## config.mk

```make
export PLATFORM = sky130hd
export DESIGN_NAME = pdm_rec_play_ctrl
export DESIGN_NICKNAME = d
export VERILOG_FILES = /design/src/rtl/pdm_rec_play_ctrl.sv
export SDC_FILE = /design/constraint.sdc
export NUM_CORES = 1
export LEC_CHECK = 0
export ABC_AREA = 1
export CAP_MARGIN = 5
export CORE_ASPECT_RATIO = 1.2
export CORE_MARGIN = 1.5
export CORE_UTILIZATION = 43
export CTS_BUF_LIST = sky130_fd_sc_hd__clkbuf_16
export CTS_CLUSTER_DIAMETER = 60
export DETAILED_ROUTE_END_ITERATION = 16
export DONT_BUFFER_PORTS = 1
export GPL_TIMING_DRIVEN = 1
export PLACE_DENSITY = 0.6
export SYNTH_ARGS = -nofsm -noshare
export SYNTH_HDL_FRONTEND = slang
export SYNTH_SLANG_ARGS = --single-unit
```

## constraint.sdc

```tcl
create_clock -name mclk -period 1.9 [get_ports mclk]
set_input_delay 0.19 -clock mclk [delete_from_list [all_inputs] [get_ports mclk]]
set_output_delay 0.19 -clock mclk [all_outputs]
set_load 0.02 [all_outputs]
```

## src/rtl/pdm_rec_play_ctrl.sv

```systemverilog
// Record/playback sequencer: PDM mic bits -> packed RAM words, RAM words -> gapless PWM bit stream.
// First pwm_bit one edge after PLAY_PRIME; no backpressure, the RAM is assumed always ready.
module pdm_rec_play_ctrl #(
    parameter int ADDR_W = 10,
    parameter int WORD_W = 16
) (
    input  logic              mclk,
    input  logic              reset,
    input  logic              rec_req,
    input  logic              play_req,
    input  logic              stop,
    input  logic              mic_data,
    output logic              mic_lr_sel,
    output logic [ADDR_W-1:0] mem_addr,
    output logic              mem_we,
    output logic [WORD_W-1:0] mem_wdata,
    input  logic [WORD_W-1:0] mem_rdata,
    output logic              pwm_bit,
    output logic              amp_sd,
    output logic              busy,
    output logic              done,
    output logic [ADDR_W:0]   rec_len
);
    localparam int BW = $clog2(WORD_W);
    localparam logic [BW-1:0] LAST_BIT = BW'(WORD_W - 1);
    localparam logic [BW-1:0] PRE_LAST = BW'(WORD_W - 2);

    typedef enum logic [1:0] {IDLE, REC, PLAY_PRIME, PLAY_RUN} state_t;

    state_t            state_q, state_d;
    logic [BW-1:0]     bit_idx_q, bit_idx_d;
    logic [ADDR_W-1:0] wr_addr_q, wr_addr_d;
    logic [ADDR_W-1:0] rd_addr_q, rd_addr_d;
    logic [WORD_W-1:0] sreg_q, sreg_d;
    logic [ADDR_W:0]   rec_len_q, rec_len_d;
    logic              done_q, done_d;

    logic word_last;
    logic last_word;

    assign word_last = (bit_idx_q == LAST_BIT);
    assign last_word = ({1'b0, rd_addr_q} == (rec_len_q - (ADDR_W+1)'(1)));

    always_ff @(posedge mclk) begin
        if (reset) begin
            state_q   <= IDLE;
            bit_idx_q <= '0;
            wr_addr_q <= '0;
            rd_addr_q <= '0;
            sreg_q    <= '0;
            rec_len_q <= '0;
            done_q    <= 1'b0;
        end else begin
            state_q   <= state_d;
            bit_idx_q <= bit_idx_d;
            wr_addr_q <= wr_addr_d;
            rd_addr_q <= rd_addr_d;
            sreg_q    <= sreg_d;
            rec_len_q <= rec_len_d;
            done_q    <= done_d;
        end
    end

    always_comb begin
        state_d   = state_q;
        bit_idx_d = bit_idx_q;
        wr_addr_d = wr_addr_q;
        rd_addr_d = rd_addr_q;
        sreg_d    = sreg_q;
        rec_len_d = rec_len_q;
        done_d    = 1'b0;
        case (state_q)
            IDLE: begin
                bit_idx_d = '0;
                if (rec_req) begin
                    state_d   = REC;
                    wr_addr_d = '0;
                    sreg_d    = '0;
                end else if (play_req && (rec_len_q != '0)) begin
                    state_d = PLAY_PRIME;
                end
            end
            REC: begin
                sreg_d    = {sreg_q[WORD_W-2:0], mic_data};
                bit_idx_d = word_last ? '0 : bit_idx_q + BW'(1);
                if (word_last)
                    wr_addr_d = wr_addr_q + ADDR_W'(1);
                // A partial word at stop is dropped; a word completing on the stop edge still counts.
                if (stop || (word_last && (&wr_addr_q))) begin
                    state_d   = IDLE;
                    done_d    = 1'b1;
                    rec_len_d = {1'b0, wr_addr_q} + (ADDR_W+1)'(word_last);
                end
            end
            PLAY_PRIME: begin
                if (stop) begin
                    state_d = IDLE;
                    done_d  = 1'b1;
                end else begin
                    // RAM has held address 0 since IDLE, so word 0 is already on mem_rdata.
                    state_d   = PLAY_RUN;
                    sreg_d    = mem_rdata;
                    bit_idx_d = '0;
                    rd_addr_d = '0;
                end
            end
            PLAY_RUN: begin
                sreg_d    = {sreg_q[WORD_W-2:0], 1'b0};
                bit_idx_d = word_last ? '0 : bit_idx_q + BW'(1);
                if (word_last) begin
                    sreg_d    = mem_rdata;
                    rd_addr_d = rd_addr_q + ADDR_W'(1);
                end
                if (stop || (word_last && last_word)) begin
                    state_d = IDLE;
                    done_d  = 1'b1;
                end
            end
            default: state_d = IDLE;
        endcase
    end

    always_comb begin
        mem_addr = '0;
        case (state_q)
            REC:      mem_addr = wr_addr_q;
            // Prefetch the next word two bits early to cover the RAM read latency.
            PLAY_RUN: mem_addr = (bit_idx_q >= PRE_LAST) ? rd_addr_q + ADDR_W'(1) : rd_addr_q;
            default:  mem_addr = '0;
        endcase
    end

    assign mem_we     = (state_q == REC) && word_last;
    assign mem_wdata  = mem_we ? {sreg_q[WORD_W-2:0], mic_data} : '0;
    assign pwm_bit    = (state_q == PLAY_RUN) && sreg_q[WORD_W-1];
    assign amp_sd     = (state_q == PLAY_PRIME) || (state_q == PLAY_RUN);
    assign busy       = (state_q != IDLE);
    assign done       = done_q;
    assign rec_len    = rec_len_q;
    assign mic_lr_sel = 1'b0;

endmodule

```

==> Yosys cells after proc, flatten, opt, wreduce, memory -nomap -nowiden <==
Index checks and enable logic that the tools add are counted.
{ "totals": {"ff_bits": 54, "input_bits": 22, "elab_cells": 71} }
{ "classes": {"add_sub_neg": 5, "magnitude_cmp": 1, "n_eq_ne": 12, "mux": 26, "reduce_logical": 20} }
{ "ops": {"columns": ["operator", "count"], "rows": [
  ["$mux 16", 4],
  ["$pmux 16 s4", 1],
  ["$pmux 10 s2", 3],
  ["$mux 10", 5],
  ["$add 10x1->10 const B", 2],
  ["$ne 2x2->1 const B", 6],
  ["$pmux 4 s3", 1],
  ["$add 10x1->11", 1],
  ["$eq 10x11->1", 1],
  ["$reduce_bool 11->1", 1],
  ["$sub 11x1->11 const B", 1],
  ["$mux 2", 5],
  ["$reduce_and 10->1", 1],
  ["$reduce_and 3->1", 3],
  ["$mux 4", 2],
  ["$pmux 2 s4", 1],
  ["$reduce_bool 2->1", 3],
  ["$logic_and 1x1->1", 5],
  ["$add 4x1->4 const B", 1],
  ["$eq 2x2->1 const B", 2],
  ["$eq 4x4->1 const B", 1],
  ["$ge 4x4->1 const B", 1],
  ["$reduce_and 2->1", 2],
  ["$logic_or 1x1->1", 3],
  ["other kinds (6)", 8]
]} }

==> Logic depth before layout (Yosys ltp) <==
{ "logic_depth": {"word_depth": 6, "ltp_mapped": 15, "depth_no_buf": 15} }

==> Least setup slack after synthesis <==
Ideal clock, no wire load.
{ "synth_path": {"path_kind": "register -> output", "startpoint": "register rd_addr_q[0]", "endpoint": "output port mem_addr[8]", "arrival_time_ns": 1.586, "path_slack_ns": 0.124, "path_stages_with_launch": 10, "path_buffers": 0, "path_cell_list": "dfxtp_1 -> ha_1 -> nand2_1 -> nor2_1 -> inv_1 -> nor3_1 -> xor2_1 -> inv_1 -> o21ai_0 -> o21ai_0"} }
{ "synth_between": {"elab_chain_cells": 3} }
{ "synth_rtl": {"columns": ["element", "line", "source"], "rows": [
  ["start: declaration", "33", "logic [ADDR_W-1:0] rd_addr_q, rd_addr_d;"],
  ["start signal: assignment", "57", "rd_addr_q <= rd_addr_d;"],
  ["$add 10x1->10", "128", "PLAY_RUN: mem_addr = (bit_idx_q >= PRE_LAST) ? rd_addr_q + ADDR_W'(1) : rd_addr_q;"],
  ["$mux 10", "128", null],
  ["$pmux 10 s2", "125", "case (state_q)"],
  ["end: declaration", "14", "output logic [ADDR_W-1:0] mem_addr,"]
]} }
Every way passes these cells.

==> Final worst setup path <==
Same ends and word-level chain as after synthesis.

==> flow_summary.toml <==
[outcome]
violations = "DRC, setup timing"
status = "finished, violations left"

[place]
io_buffers = 0
gp_congestion = 0.915
placed_area_mm2 = 0.00393
hpwlAfterDp_um = 7200
dpl.cell_count = 697

[route]
drtPass1Iterations = 12
wl_per_cell_um = 15.1
vias = 3868
drt_wl_total_um = 11100
drc = 3
avgViaCountPerCell = 5.29
ant_nets = 0
drt_iter0_markers = 209

[timing]
rsz0062_at_grt = "true"
clock_skew_ns = 0.0100
setup_viol = 22
maxSlewViolCount = 0
tightest_slew_ns = 0.504
setup_ws_ns = -0.143
timing.final.hold_violations = 0
layout_worst_path_cycle_share = 1.08
whs_ns = 0.0924
fin_crit_ns = 2.04
relSlewSlack = 0.664
max_freq_ghz = 0.489

[pwr]
peakVddDrop_mv = 0.421
p_leak_nw = 2.11
p_per_area_mw_per_mm2 = 593

[job]
cap_violations = 0

[clock_tree]
clk_path_buf_depth = 2
clkLatencyLatePin_ns = 0.30
cts_tree = "yes"
cts.sinks = 54
cts_buffers = 5
root_buffer = "clkbuf_16"
htreeDepth = 2
clk_pin_slew_ns = 0.08

[global_routing]
grt_pass1_vias = 3514
grtUsageTotal = 0.239
grt_pass1_wl_um = 16400
grt_start_max_net_pins = 32
antenna_found_initial = 0
overflow = 0

[logic_synthesis]
synth_seq_area_share = 0.313
netlist_area_mm2 = 0.00345
synth.largest_area_cell = "dfxtp_1"
synth_top_area_frac = 0.313
ys_types = 33
syn_inst = 565
synth.avg_cell_area_um2 = 6.11
ys_ff_latch = 54
ys_top_cells_by_area = "dfxtp_1 (31%), nand2_1 (16%), inv_1 (9.2%)"
synth.net_count = 594
yosys_warnings = 0

[floorplan]
start_util = 0.446
rows = 35
core_area_mm2 = 0.00775
dieWidth_um = 84.8
die-area_mm2 = 0.00858
die_h_um = 101
io_pins = 65

[setup_path]
crit_required_ns = 1.71
cp.arrival_ns = 1.85
end_kind = "primary output"
rrSetupSlack_ns = 0.06
crit_type = "reg2out"
worstPathCellList = "ha_4 -> nand2_4 -> nor2_4 -> inv_2 -> nor3_4 -> xor2_1 -> inv_1 -> o21ai_2 -> o21ai_1 -> buf_4"
cp_max_fo = 2
crit_path_start_kind = "flip-flop"
cp_slowest_cell = "dfxtp_2"
slowest_delay_ns = 0.37

[final_layout]
drive_gt1_frac = 0.299
antenna_cells = 0
syn_to_final_growth_pct = 42.1
stdcell_count = 731
nets = 667
design_area_mm2 = 0.00491

[min_path]
holdCritPathClass = "in2reg"
-- where the power goes --
part | internal, mW | total (mW) | switching (mW) | leakage, nW
registers | 1.18 | 1.25 | 0.0692 | 0.444
clock network | 0.493 | 0.942 | 0.449 | 0.0756
logic | 0.248 | 0.717 | 0.469 | 1.59
total | 1.92 | 2.91 | 0.988 | 2.11
-- logic make-up (layout without fill, tap and decap cells) --
| logic type | count (synthesis) | in the layout | synth area share |
|---|---|---|---|
| other | 1 | 1 | 0.00109 |
| xor gates and xnor gates | 20 | 20 | 0.0507 |
| and+or+nand+nor | 256 | 256 | 0.308 |
| buffers and inverters | 109 | 183 | 0.121 |
| DFF | 54 | 54 | 0.313 |
| adders and majority gates | 7 | 7 | 0.0254 |
| AOI/OAI and AO/OA | 118 | 118 | 0.181 |
-- stage by stage --
step	TNS, ns	worst slack [ns]	power, mW	util
after CTS	-0.265	-0.100	2.85	0.560
after detailed placement	-0.0614	-0.0423	1.88	0.507
after global placement	0	0.00803	1.87	0.507
after global routing	-2.47	-0.239	3.07	0.633
after floorplan	0	0.124	1.71	-
final	-0.638	-0.143	2.91	0.633
-- what timing repair did --
| item | in CTS | in global routing |
|---|---|---|
| gates cloned | 1 | 2 |
| hold endpoints to repair | 31 | 0 |
| gates resized for setup | 58 | 108 |
| hold buffers | 1 | 0 |
| pin swaps | 9 | 26 |
| setup buffers | 8 | 15 |
| setup endpoints to repair | 28 | 29 |
-- registers in the layout, indices dropped and copies added (netlist names) --
| signal | flops |
|---|---|
| sreg_q | 16 |
| rec_len | 11 |
| wr_addr_q | 10 |
| state_q | 2 |
| done | 1 |
| rd_addr_q | 10 |
| bit_idx_q | 4 |
-- metal layers --
layer / GRT usage / up-vias / part of all wire
met1: 0.273 / 1800 / 0.40
li1: - / 1935 / -
met4: 0.0807 / 0 / 0.032
met5: 0 / - / 0
met3: 0.0432 / 23 / 0.048
met2: 0.447 / 110 / 0.52
-- path summary, 6_finish.rpt --
check,cells after the start,end,start
max,10,mem_addr[8],rd_addr_q[0]$_SDFFE_PP0P_
min,3,wr_addr_q[3]$_SDFFE_PP0P_,reset
max reg2reg,13,state_q[0]$_SDFFE_PP0P_,bit_idx_q[0]$_SDFFE_PP0P_
min reg2reg,2,sreg_q[11]$_SDFFE_PP0P_,sreg_q[11]$_SDFFE_PP0P_
-- area by class of cell --
class	count	area, um2
clock buffer	5	125
clock inverter	3	21.3
fill	712	2840
inverter	91	365
multi-input combinational	402	2380
sequential	54	1100
tap	92	115
timing repair buffer	84	802
-- synth_stat cells (all sizes together) --
cell    count
nor2       64
o22ai       4
nor3        8
xnor2       2
ha          7
inv        91
o211ai      1
a31oi       2
nand2     146
conb        1
a211oi      2
o21a        1
dfxtp      54
or2         1
clkbuf     14
o21ai      52
nand3      35
a21oi      52
xor2       18
o211a       2
o21bai      1
nand4       2
buf         4
a221oi      1
-- placed cells by master (no fill, tap or decap), types with 5 or more instances in the layout --
cell,instances
nor2_2,6
ha_4,5
dfxtp_2,13
nor2_4,26
o21ai_2,5
dfxtp_1,40
xor2_1,17
inv_1,80
nand2_1,133
nand3_1,31
clkbuf_16,7
nand2_2,10
inv_2,6
o21ai_1,6
buf_4,55
o21ai_0,40
nor2_1,31
buf_6,23
a21oi_1,48
-- critical path, delay by kind of cell (launching register included) --
kind,cells,cell delay [ns]
AND/OR/NAND/NOR,3,0.35
flip-flops,1,0.37
XOR/XNOR,1,0.15
adder cells (fa/ha/maj),1,0.16
AO/OA/AOI/OAI,2,0.25
buffers and inverters,3,0.28
(Power assumes the default switching activity.)
